[config.mk]
export PLATFORM = sky130hd
export DESIGN_NAME = mem_access
export DESIGN_NICKNAME = d
export VERILOG_FILES = /design/src/rtl/mem_access.sv
export SDC_FILE = /design/constraint.sdc
export NUM_CORES = 1
export LEC_CHECK = 0
export CORE_ASPECT_RATIO = 0.6
export CORE_UTILIZATION = 49
export CTS_CLUSTER_DIAMETER = 80
export DETAILED_ROUTE_END_ITERATION = 8
export PLACE_DENSITY_LB_ADDON = 0.1
export SLEW_MARGIN = 20
export SYNTH_ARGS = -nofsm -noshare
export SYNTH_HDL_FRONTEND = slang
export SYNTH_SLANG_ARGS = --single-unit
[constraint.sdc]
create_clock -name clk -period 2.6 [get_ports clk]
set_input_delay 0.52 -clock clk [delete_from_list [all_inputs] [get_ports clk]]
set_output_delay 0.52 -clock clk [all_outputs]
set_load 0.05 [all_outputs]
[src/rtl/mem_access.sv]
// rtl/mem_access.sv - memory-access stage: registers execute results, runs single-word bus loads/stores
// Optional bus timeout enabled by defining MEM_TIMEOUT_EN.
module mem_access #(
  parameter int DATA_W         = 16,
  parameter int RADDR_W        = 4,
  parameter int MADDR_W        = 16,
  parameter int TIMEOUT_CYCLES = 15
) (
  input  logic               clk,
  input  logic               rst,
  input  logic               valid_i,
  input  logic [RADDR_W-1:0] waddr_i,
  input  logic [DATA_W-1:0]  wdata_i,
  input  logic               we_i,
  input  logic [1:0]         mem_op_i,
  input  logic [MADDR_W-1:0] mem_addr_i,
  input  logic [DATA_W-1:0]  mem_sdata_i,
  output logic [RADDR_W-1:0] waddr_o,
  output logic [DATA_W-1:0]  wdata_o,
  output logic               we_o,
  output logic               stall_req_o,
  output logic               err_o,
  output logic               bus_req_o,
  output logic               bus_we_o,
  output logic [MADDR_W-1:0] bus_addr_o,
  output logic [DATA_W-1:0]  bus_wdata_o,
  input  logic [DATA_W-1:0]  bus_rdata_i,
  input  logic               bus_ack_i
);

  typedef enum logic {IDLE, BUSY} state_t;

  localparam logic [1:0] OP_LOAD  = 2'b01;
  localparam logic [1:0] OP_STORE = 2'b10;

  state_t               state_q, state_d;
  logic [RADDR_W-1:0]   waddr_q, waddr_d;
  logic [DATA_W-1:0]    wdata_q, wdata_d;
  logic                 we_q, we_d;
  logic                 err_q, err_d;
  logic                 bus_req_q, bus_req_d;
  logic                 bus_we_q, bus_we_d;
  logic [MADDR_W-1:0]   bus_addr_q, bus_addr_d;
  logic [DATA_W-1:0]    bus_wdata_q, bus_wdata_d;
  logic [RADDR_W-1:0]   lat_waddr_q, lat_waddr_d;
  logic                 lat_we_q, lat_we_d;
  logic                 lat_load_q, lat_load_d;
  // An ALU op accepted in the same edge as a load completion is parked here for one cycle.
  logic                 pend_q, pend_d;
  logic [RADDR_W-1:0]   pend_waddr_q, pend_waddr_d;
  logic [DATA_W-1:0]    pend_wdata_q, pend_wdata_d;
  logic                 pend_we_q, pend_we_d;
  logic                 stall;
  logic                 slot_used;
  logic                 is_mem;

`ifdef MEM_TIMEOUT_EN
  localparam int CNT_W = $clog2(TIMEOUT_CYCLES + 1);
  logic [CNT_W-1:0]     cnt_q, cnt_d;
`endif

  assign stall  = (state_q == BUSY) && !bus_ack_i;
  assign is_mem = (mem_op_i == OP_LOAD) || (mem_op_i == OP_STORE);

  always_comb begin
    state_d      = state_q;
    waddr_d      = waddr_q;
    wdata_d      = wdata_q;
    we_d         = 1'b0;
    err_d        = 1'b0;
    bus_req_d    = bus_req_q;
    bus_we_d     = bus_we_q;
    bus_addr_d   = bus_addr_q;
    bus_wdata_d  = bus_wdata_q;
    lat_waddr_d  = lat_waddr_q;
    lat_we_d     = lat_we_q;
    lat_load_d   = lat_load_q;
    pend_d       = pend_q;
    pend_waddr_d = pend_waddr_q;
    pend_wdata_d = pend_wdata_q;
    pend_we_d    = pend_we_q;
    slot_used    = 1'b0;
`ifdef MEM_TIMEOUT_EN
    cnt_d        = cnt_q;
`endif

    if (state_q == BUSY) begin
      slot_used = 1'b1;
      if (bus_ack_i) begin
        state_d   = IDLE;
        bus_req_d = 1'b0;
        bus_we_d  = 1'b0;
        if (lat_load_q) begin
          waddr_d = lat_waddr_q;
          wdata_d = bus_rdata_i;
          we_d    = lat_we_q;
        end
      end
`ifdef MEM_TIMEOUT_EN
      else if (cnt_q == CNT_W'(TIMEOUT_CYCLES - 1)) begin
        state_d   = IDLE;
        bus_req_d = 1'b0;
        bus_we_d  = 1'b0;
        err_d     = 1'b1;
      end else begin
        cnt_d = cnt_q + 1'b1;
      end
`endif
    end else if (pend_q) begin
      slot_used = 1'b1;
      waddr_d   = pend_waddr_q;
      wdata_d   = pend_wdata_q;
      we_d      = pend_we_q;
      pend_d    = 1'b0;
    end

    if (valid_i && !stall) begin
      if (is_mem) begin
        state_d     = BUSY;
        bus_req_d   = 1'b1;
        bus_we_d    = (mem_op_i == OP_STORE);
        bus_addr_d  = mem_addr_i;
        bus_wdata_d = mem_sdata_i;
        lat_waddr_d = waddr_i;
        lat_we_d    = we_i;
        lat_load_d  = (mem_op_i == OP_LOAD);
`ifdef MEM_TIMEOUT_EN
        cnt_d       = '0;
`endif
      end else if (slot_used) begin
        pend_d       = 1'b1;
        pend_waddr_d = waddr_i;
        pend_wdata_d = wdata_i;
        pend_we_d    = we_i;
      end else begin
        waddr_d = waddr_i;
        wdata_d = wdata_i;
        we_d    = we_i;
      end
    end
  end

  always_ff @(posedge clk) begin
    if (rst) begin
      state_q      <= IDLE;
      waddr_q      <= '0;
      wdata_q      <= '0;
      we_q         <= 1'b0;
      err_q        <= 1'b0;
      bus_req_q    <= 1'b0;
      bus_we_q     <= 1'b0;
      bus_addr_q   <= '0;
      bus_wdata_q  <= '0;
      lat_waddr_q  <= '0;
      lat_we_q     <= 1'b0;
      lat_load_q   <= 1'b0;
      pend_q       <= 1'b0;
      pend_waddr_q <= '0;
      pend_wdata_q <= '0;
      pend_we_q    <= 1'b0;
`ifdef MEM_TIMEOUT_EN
      cnt_q        <= '0;
`endif
    end else begin
      state_q      <= state_d;
      waddr_q      <= waddr_d;
      wdata_q      <= wdata_d;
      we_q         <= we_d;
      err_q        <= err_d;
      bus_req_q    <= bus_req_d;
      bus_we_q     <= bus_we_d;
      bus_addr_q   <= bus_addr_d;
      bus_wdata_q  <= bus_wdata_d;
      lat_waddr_q  <= lat_waddr_d;
      lat_we_q     <= lat_we_d;
      lat_load_q   <= lat_load_d;
      pend_q       <= pend_d;
      pend_waddr_q <= pend_waddr_d;
      pend_wdata_q <= pend_wdata_d;
      pend_we_q    <= pend_we_d;
`ifdef MEM_TIMEOUT_EN
      cnt_q        <= cnt_d;
`endif
    end
  end

  assign waddr_o     = waddr_q;
  assign wdata_o     = wdata_q;
  assign we_o        = we_q;
  assign err_o       = err_q;
  assign stall_req_o = stall;
  assign bus_req_o   = bus_req_q;
  assign bus_we_o    = bus_we_q;
  assign bus_addr_o  = bus_addr_q;
  assign bus_wdata_o = bus_wdata_q;

endmodule

==> results of run 1 <==
layout by cell type (no fill, tap or decap), types with 2 or more instances in the layout:
| master | synthesis | final |
|---|---|---|
| inv_1 | 2 | 2 |
| ha_1 | 2 | 2 |
| buf_4 | 8 | 15 |
| nor2_1 | 3 | 3 |
| dfxtp_1 | 84 | 84 |
| clkdlybuf4s50_1 | 0 | 128 |
| a22oi_1 | 2 | 2 |
| a21oi_1 | 81 | 81 |
| clkbuf_1 | 23 | 3 |
| o21ai_0 | 71 | 71 |
| clkinv_2 | 1 | 2 |
| o21ai_1 | 8 | 8 |
| clkbuf_16 | 0 | 9 |
| and2b_1 | 6 | 6 |
| nand2b_1 | 2 | 2 |
| nand2_1 | 3 | 3 |
| nand3_1 | 60 | 60 |
| a32o_1 | 20 | 20 |
| and3b_1 | 20 | 20 |
| a211o_1 | 20 | 20 |
| nor2b_1 | 15 | 14 |
sequential cells by signal, indices dropped and copies added (netlist names):
signal,cells
bus_addr_o,16
bus_req_o,1
bus_wdata_o,16
bus_we_o,1
lat_load_q,1
lat_waddr_q,4
lat_we_q,1
pend_q,1
pend_waddr_q,4
pend_wdata_q,16
pend_we_q,1
state_q,1
waddr_o,4
wdata_o,16
we_o,1
stage by stage:
| step | instances | util, % |
|---|---|---|
| after floorplan | 465 | - |
| after global placement | 659 | 69.3 |
| final | 674 | 73.1 |
| after CTS | 674 | 73.1 |
| after global routing | 674 | 73.1 |
| after detailed placement | 659 | 69.3 |
worst min-delay path by stage:
stage,endpoint,cells after the start
2_1_floorplan,lat_waddr_q[0]$_SDFFE_PP0P_,2
3_3_place_gp,lat_waddr_q[0]$_SDFFE_PP0P_,2
3_5_place_dp,bus_addr_o[10]$_SDFFE_PP0P_,2
4_1_cts,bus_addr_o[15]$_SDFFE_PP0P_,2
5_1_grt,bus_wdata_o[3]$_SDFFE_PP0P_,2
6_report,bus_addr_o[6]$_SDFFE_PP0P_,2
critical path, stage by stage:
cell and delay, ns:
clkdlybuf4s50_1 0.49, inv_1 0.05, ha_1 0.35, and4bb_1 0.27
nor2b_4 0.53, a32o_1 0.23
cell type report:
type,count,area [um2]
fillers,587,2020
multi-input cells,323,1960
flip-flops and latches,84,1680
repair buffers,145,1420
clock buffers,13,250
well taps,104,130
clock inverters,2,35.0
inverters,3,12.5
logic make-up (layout without fill, tap and decap cells):
logic type      Yosys count  after routing
fa+ha+maj                 2              2
other cells               1              1
mux                       2              2
flops                    84             84
compound gates          204            204
buf+inv                  58            163
simple gates            114            114
report_power, final:
part | switching, W | leakage [nW] | internal [W] | total [W]
Combinational | 0.000481 | 1.27 | 0.000341 | 0.000823
Sequential | 0.0000487 | 0.685 | 0.00136 | 0.00141
Clock | 0.000476 | 0.140 | 0.000764 | 0.00124
Total | 0.00101 | 2.10 | 0.00247 | 0.00347
per-layer routing:
metal,vias up,global-route usage (%)
met5,-,0
met4,0,7.69
met3,12,8.12
met2,146,42.5
met1,1952,36.5
li1,1915,-
==> summary.txt, run 1 <==
Status
  • Status: finished clean

Setup path
  • Reg-to-reg endpoint: pend_wdata_q[6]$_SDFFE_PP0P_
  • CP startpoint: mem_op_i[0]
  • Crit path launch type: input pin
  • CP Class: in -> reg
  • End of the critical path: waddr_o[3]$_SDFF_PP0_
  • FF-to-FF path depth: 3
  • R2R Path Start: state_q$_SDFF_PP0_
  • Nature of the critical path endpoint: flop
  • Max FO, Critical Path: 20
  • CP Data Required Time: 2.86 ns
  • FF-to-FF setup slack: 0.49 ns
  • Arr. time, crit path: 2.45 ns

Power and ir drop
  • Power, Total: 0.00347 W
  • Peak VDD IR: 0.000431 V
  • Pwr dens: 633 nW/um2
  • Static leakage: 2.10 nW

STA
  • Max Clock Skew: 0.00794 ns
  • FMAX: 458 MHz
  • Ratio of final minimum period to clock period: 83.9%
  • Setup TNS Final: 0 ns
  • Setup ws final: 0.418 ns
  • Actual slew at the worst max-slew pin: 0.943 ns
  • Fin Hold WS: 0.471 ns
  • Max_slew headroom: 35.9%
  • RSZ-0062 raised after global routing: no
  • Pins over their slew limit: 0
  • Tmin final: 2.18 ns
  • Setup violators final: 0
  • Final Hold Violating Endpoints: 0

Min path
  • Hold WC Path Type: reg -> reg
  • Min-Delay Startpoint: bus_addr_o[6]$_SDFFE_PP0P_

Synth
  • Yosys top cell area share: 42.6%
  • Number of synthesized flops with an enable pin: 0
  • Post-synth top area cell: dfxtp_1
  • FF+latch count, synth: 84
  • Yosys cell types: 33
  • Multiplexer area fraction after synthesis: 0.635%
  • Fraction of the mapped netlist area in compound gates: 30.6%
  • Sequential-to-total area share from yosys stat: 42.6%
  • Synth Warn #: 0
  • Post-synthesis simple-gate area fraction: 17.6%
  • Top cells by area, synth: dfxtp_1, a21oi_1, o21ai_0
  • Most frequent cell after synthesis: dfxtp_1
  • Post-synthesis cell count: 465
  • Post-Syn Area: 3940 um2
  • Synth Area in Adders: 0.635%
  • Largest family of logic cells by synthesized area: compound AO/OA/AOI/OAI gates
  • Ys async rst share: 0%
  • Main synth FF type: dfxtp_1
  • Synth Area in XOR/XNOR: 0%
  • Synth Net Count: 542
  • Most frequent cells after synthesis: dfxtp_1, a21oi_1, o21ai_0
  • Syn_area_per_cell: 8.48 um2

Clocking
  • Worst skew pair latency: 0.34 ns
  • Clock transition at path regs: 0.06 ns
  • Number of H-tree levels: 3
  • Num CTS Buffers: 9
  • Hold-fix buffers at CTS: 0
  • TritonCTS clock tree: done
  • Clock sinks: 84
  • Root Buffer: clkbuf_16
  • Setup Fix Bufs, Post-CTS: 0
  • Clock Path Buffers: 2
  • Cts repair resizes: 0

Place
  • Final Wtd Congestion: 0.765
  • Dpl hpwl: 7140 um
  • Placed inst area: 5200 um2
  • Pre-CTS WS: 0.131 ns
  • Number of port buffers: 130

Route
  • WL met3: 740 um
  • M1 WL: 5260 um
  • Via-to-Cell Ratio: 5.97
  • Routed via count: 4,025
  • Total wire length: 11,400 um
  • Initial DRC Count: 414
  • DR WL/cell: 16.9 um
  • Drc violations: 0
  • Final ANT Viol Nets: 0
  • First drt pass iteration count: 6
  • Highest routed layer: met4
  • Routed met2 length: 5310 um

Layout
  • Final non-filler cell area: 5490 um2
  • Final net count: 643
  • Synthesis-to-finish area growth: 39.2%
  • Share of cells above drive strength 1: 5.96%
  • Diodes inserted: 0

Global route
  • Initial antenna violation count: 0
  • Largest net degree at the start of global routing: 43
  • Tot GR Track Use: 27.2%
  • GR Overflow Total: 0
  • First-pass GRT wire length: 18,300 um
  • Vias in the first global route: 3,724

Floorplan
  • Full die area: 8420 um2
  • Core Region: 7510 um2
  • Initial Utilization: 52.5%
  • IO Pins: 132
  • Die Span Y: 71.5 um
  • Die W: 118 um
  • # rows: 24

Flow run
  • MaxCap Viol Count: 0
Note: power is estimated with default switching activity, not from simulation.
==> run 2: changes to the inputs <==
- CORE_UTILIZATION: 49 -> 46
- clock period: 2.6 -> 2.1 ns (I/O delays scaled with it)
==> summary.txt, run 2 (synthesis gave the netlist of run 1 again) <==
Clocking
  • Clock sinks: 84
  • Root Buffer: clkbuf_16
  • Worst skew pair latency: 0.33 ns
  • Setup Fix Bufs, Post-CTS: 0
  • Num CTS Buffers: 9
  • TritonCTS clock tree: done
  • Clock Path Buffers: 2
  • Clock transition at path regs: 0.06 ns
  • Number of H-tree levels: 3
  • Hold-fix buffers at CTS: 0
  • Cts repair resizes: 0

Floorplan
  • Die W: 122 um
  • IO Pins: 132
  • # rows: 25
  • Full die area: 8960 um2
  • Die Span Y: 73.7 um
  • Core Region: 8100 um2
  • Initial Utilization: 48.7%

Min path
  • Min-Delay Startpoint: rst
  • Hold Path Stages: 2
  • Worst hold path endpoint: pend_wdata_q[2]$_SDFFE_PP0P_
  • Hold WC Path Type: in -> reg

Setup path
  • CP Data Required Time: 2.37 ns
  • FF-to-FF path depth: 4
  • CP Class: in -> reg
  • Arr. time, crit path: 2.30 ns
  • R2R Path Start: state_q$_SDFF_PP0_
  • Reg-to-reg endpoint: wdata_o[3]$_SDFF_PP0_
  • Max FO, Critical Path: 20
  • Nature of the critical path endpoint: flop
  • Crit path launch type: input pin
  • FF-to-FF setup slack: 0.33 ns

Route
  • Initial DRC Count: 350
  • DR WL/cell: 17.0 um
  • Via-to-Cell Ratio: 5.90
  • Drc violations: 0
  • First drt pass iteration count: 5
  • Routed via count: 4,065
  • Total wire length: 11,700 um
  • Final ANT Viol Nets: 0

STA
  • Final Hold Violating Endpoints: 0
  • FMAX: 494 MHz
  • Pins over their slew limit: 0
  • Setup violators final: 0
  • Tmin final: 2.02 ns
  • Ratio of final minimum period to clock period: 96.4%
  • Actual slew at the worst max-slew pin: 0.936 ns
  • Max_slew headroom: 36.3%
  • RSZ-0062 raised after global routing: no
  • Fin Hold WS: 0.423 ns
  • Max Clock Skew: 0.00625 ns

Power and ir drop
  • Sw frac: 30.3%
  • Psw: 0.00129 W
  • Internal: 0.00297 W
  • Peak VDD IR: 0.000491 V
  • Pwr dens: 760 nW/um2
  • Static leakage: 2.15 nW
  • Sequential Power Share: 40.9%
  • Clock share of power: 34.2%
  • Combinational fraction of design power: 24.9%

Layout
  • Multi-input gate area: 1960 um2
  • Diodes inserted: 0
  • Fillcell total: 659
  • Commonest cells after routing, fill and taps aside: clkdlybuf4s50_1, dfxtp_1, a21oi_1, o21ai_0, nand3_1
  • Commonest non-fill, non-tap cell in the layout: clkdlybuf4s50_1
  • Final net count: 653
  • Synthesis-to-finish area growth: 42.1%
  • Final Non-Filler Cells: 689
  • Share of cells above drive strength 1: 7.92%
  • FF/Latch Area: 1680 um2

Global route
  • First-pass GRT wire length: 18,100 um
  • Tot GR Track Use: 26.0%
  • Initial antenna violation count: 0
  • GR Overflow Total: 0
  • Largest net degree at the start of global routing: 43
  • Vias in the first global route: 3,708

Place
  • Dpl hpwl: 7620 um
  • Number of port buffers: 130
  • Final Wtd Congestion: 0.783
  • Placed Instances: 673

Flow run
  • MaxCap Viol Count: 0

Status
  • Status: finished clean
-- run 2: cell types whose count changed in the layout (fill, tap and decap cells not counted) --
cell	before	now
clkinvlp_4	0	2
clkbuf_1	3	2
clkinv_2	2	3
buf_12	1	5
bufinv_16	1	0
buf_4	15	21
-- run 2: worst max-delay path by stage --
stage,from,to
after floorplan,mem_op_i[0],waddr_o[0]$_SDFF_PP0_
after global placement,mem_op_i[0],waddr_o[2]$_SDFF_PP0_
after detailed placement,mem_op_i[0],wdata_o[3]$_SDFF_PP0_
after CTS,mem_op_i[0],wdata_o[15]$_SDFF_PP0_
after global routing,mem_op_i[0],wdata_o[11]$_SDFF_PP0_
final,mem_op_i[0],wdata_o[3]$_SDFF_PP0_
-- run 2: layer usage --
metal / wire, um / global-route usage (%)
met1: 5550 / 34.9
met2: 5270 / 40.8
met3: 814 / 6.99
met4: 113 / 7.82
met5: 0 / 0
-- run 2: per-stage QoR --
step           util (%)  total power [W]  setup TNS (ns)  cell area [um2]  setup slack (ns)
2_1_floorplan         -          0.00240               0             3940             0.521
3_3_place_gp       65.8          0.00281           -4.15             5330            -0.172
3_5_place_dp       65.8          0.00283           -5.92             5330            -0.243
4_1_cts            69.2          0.00428               0             5610            0.0983
5_1_grt            69.2          0.00442               0             5610           0.00635
6_report           69.2          0.00426               0             5610            0.0761
-- run 2: power by group through the flow --
stage               combinational, W  sequential [W]  clock [W]
finish                       0.00106         0.00174    0.00146
global route                 0.00112         0.00175    0.00154
CTS                          0.00106         0.00174    0.00147
detailed placement           0.00106         0.00178          0
global placement             0.00104         0.00177          0
floorplan                   0.000365         0.00204          0
-- run 2: critical path, stage by stage --
cell	delay, ns
clkdlybuf4s50_1	0.48
inv_1	0.05
ha_1	0.32
and4bb_1	0.26
nor2b_4	0.55
a32o_1	0.22
-- run 2: final cells by class --
cell class / count / share of cell area, %
Clock buffer: 12 / 4.40
Clock inverter: 4 / 0.446
Inverter: 3 / 0.223
Multi-Input combinational cell: 323 / 35.0
Sequential cell: 84 / 30.0
Tap cell: 108 / 2.41
Timing Repair Buffer: 155 / 27.5
==> run 3: changes to the inputs <==
- CORE_UTILIZATION: 46 -> 49
- clock period: 2.1 -> 2.48 ns (I/O delays scaled with it)
==> summary.txt, run 3 (synthesis gave the netlist of run 1 again) <==
Floorplan
  • Die Span Y: 71.5 um
  • Full die area: 8420 um2
  • Initial Utilization: 52.5%
  • IO Pins: 132
  • Die W: 118 um
  • Core Region: 7510 um2
  • # rows: 24

STA
  • RSZ-0062 raised after global routing: no
  • Pins over their slew limit: 0
  • Tmin final: 2.11 ns
  • Final Hold Violating Endpoints: 0
  • FMAX: 473 MHz
  • Setup TNS Final: 0 ns
  • Setup violators final: 0
  • Max Clock Skew: 0.00350 ns
  • Setup ws final: 0.366 ns
  • Max_slew headroom: 36.0%
  • Ratio of final minimum period to clock period: 85.3%
  • Actual slew at the worst max-slew pin: 0.942 ns

Clocking
  • Cts repair resizes: 0
  • Num CTS Buffers: 9
  • Clock Path Buffers: 2
  • Setup Fix Bufs, Post-CTS: 0
  • Worst skew pair latency: 0.34 ns
  • Root Buffer: clkbuf_16
  • Number of H-tree levels: 3
  • Hold-fix buffers at CTS: 0
  • Clock sinks: 84
  • Clock transition at path regs: 0.06 ns
  • TritonCTS clock tree: done

Min path
  • Hold WC Path Type: reg -> reg

Layout
  • Synthesis-to-finish area growth: 40.2%
  • Commonest cells after routing, fill and taps aside: clkdlybuf4s50_1, dfxtp_1, a21oi_1, o21ai_0, nand3_1
  • Commonest non-fill, non-tap cell in the layout: clkdlybuf4s50_1
  • Final net count: 646
  • Final Non-Filler Cells: 678
  • Diodes inserted: 0
  • Utilization after layout: 73.6%
  • Share of cells above drive strength 1: 7.14%

Route
  • First drt pass iteration count: 5
  • Total wire length: 11,400 um
  • DR WL/cell: 16.9 um
  • Routed via count: 4,026
  • Final ANT Viol Nets: 0
  • Via-to-Cell Ratio: 5.94
  • Drc violations: 0
  • Initial DRC Count: 351

Place
  • Pre-CTS WS: 0.0338 ns
  • Final Wtd Congestion: 0.735
  • Dpl hpwl: 7390 um
  • Placed Instances: 662
  • Number of port buffers: 130

Setup path
  • Nature of the critical path endpoint: flop
  • Slowest cell on crit path: nor2b_4
  • Crit path launch type: input pin
  • Arr. time, crit path: 2.39 ns
  • CP Data Required Time: 2.76 ns
  • Max FO, Critical Path: 20
  • Critical path, cell by cell: clkdlybuf4s50_1, inv_1, ha_1, and4bb_1, nor2b_4, a32o_1
  • Delay of the slowest critical-path stage: 0.54 ns
  • CP Class: in -> reg
  • Top delay family on crit path: simple AND/OR/NAND/NOR gates
  • WP buf/inv: 2

Status
  • Status: finished clean

Global route
  • GR Overflow Total: 0
  • Initial antenna violation count: 0
  • First-pass GRT wire length: 18,500 um
  • Tot GR Track Use: 27.5%
  • Vias in the first global route: 3,726
  • Largest net degree at the start of global routing: 51

Flow run
  • MaxCap Viol Count: 0

Power and ir drop
  • Power, Total: 0.00363 W
  • Static leakage: 2.12 nW
  • Peak VDD IR: 0.000376 V
  • Pwr dens: 657 nW/um2
-- run 3: cell count changes in the layout (fill, tap and decap cells not counted) --
cell / delta
clkbuf_8: +2
clkinv_2: +1
clkinvlp_4: -1
clkbuf_1: -2
buf_4: -4
buf_12: -3
-- run 3: worst min-delay path: cells and delay by family, from the launching register on --
| family | cells | cell delay [ns] |
|---|---|---|
| flip-flops | 1 | 0.30 |
| AO/OA/AOI/OAI | 2 | 0.12 |
-- run 3: metrics by stage --
stage                     cell area, um2  hold WS [ns]
after floorplan                     3940         0.449
after global placement              5240         0.458
after detailed placement            5240         0.467
after CTS                           5530         0.475
after global routing                5530         0.490
final                               5530         0.474
-- run 3: final timing paths --
kind / depth (start not counted) / slack, ns / to / startpoint
worst min register to register: 2 / 0.47 / bus_addr_o[6]$_SDFFE_PP0P_ / bus_addr_o[6]$_SDFFE_PP0P_
worst max register to register: 3 / 0.55 / pend_wdata_q[7]$_SDFFE_PP0P_ / pend_q$_SDFF_PP0_
worst min-delay path: 2 / 0.47 / bus_addr_o[6]$_SDFFE_PP0P_ / bus_addr_o[6]$_SDFFE_PP0P_
worst max-delay path: 6 / 0.37 / wdata_o[6]$_SDFF_PP0_ / mem_op_i[0]
-- run 3: per-layer routing --
layer,GRT usage [%],vias up,share of wire [%]
met4,9.26,0,1.5
li1,-,1917,-
met5,0,-,0
met3,7.48,19,7.4
met1,36.4,1929,45
met2,43.9,161,46
-- run 3: layout make-up --
class,count,area (um2)
repair buffers,148,1450
clock buffers,12,267
multi-input cells,323,1960
clock inverters,4,22.5
fillers,582,1980
flip-flops and latches,84,1680
inverters,3,12.5
well taps,104,130
-- run 3: report_power, final --
group          leakage [nW]  total (W)  internal [W]  switching [W]
logic                  1.29   0.000875      0.000366       0.000509
clock network         0.144    0.00128      0.000755       0.000526
registers             0.685    0.00147       0.00143      0.0000466
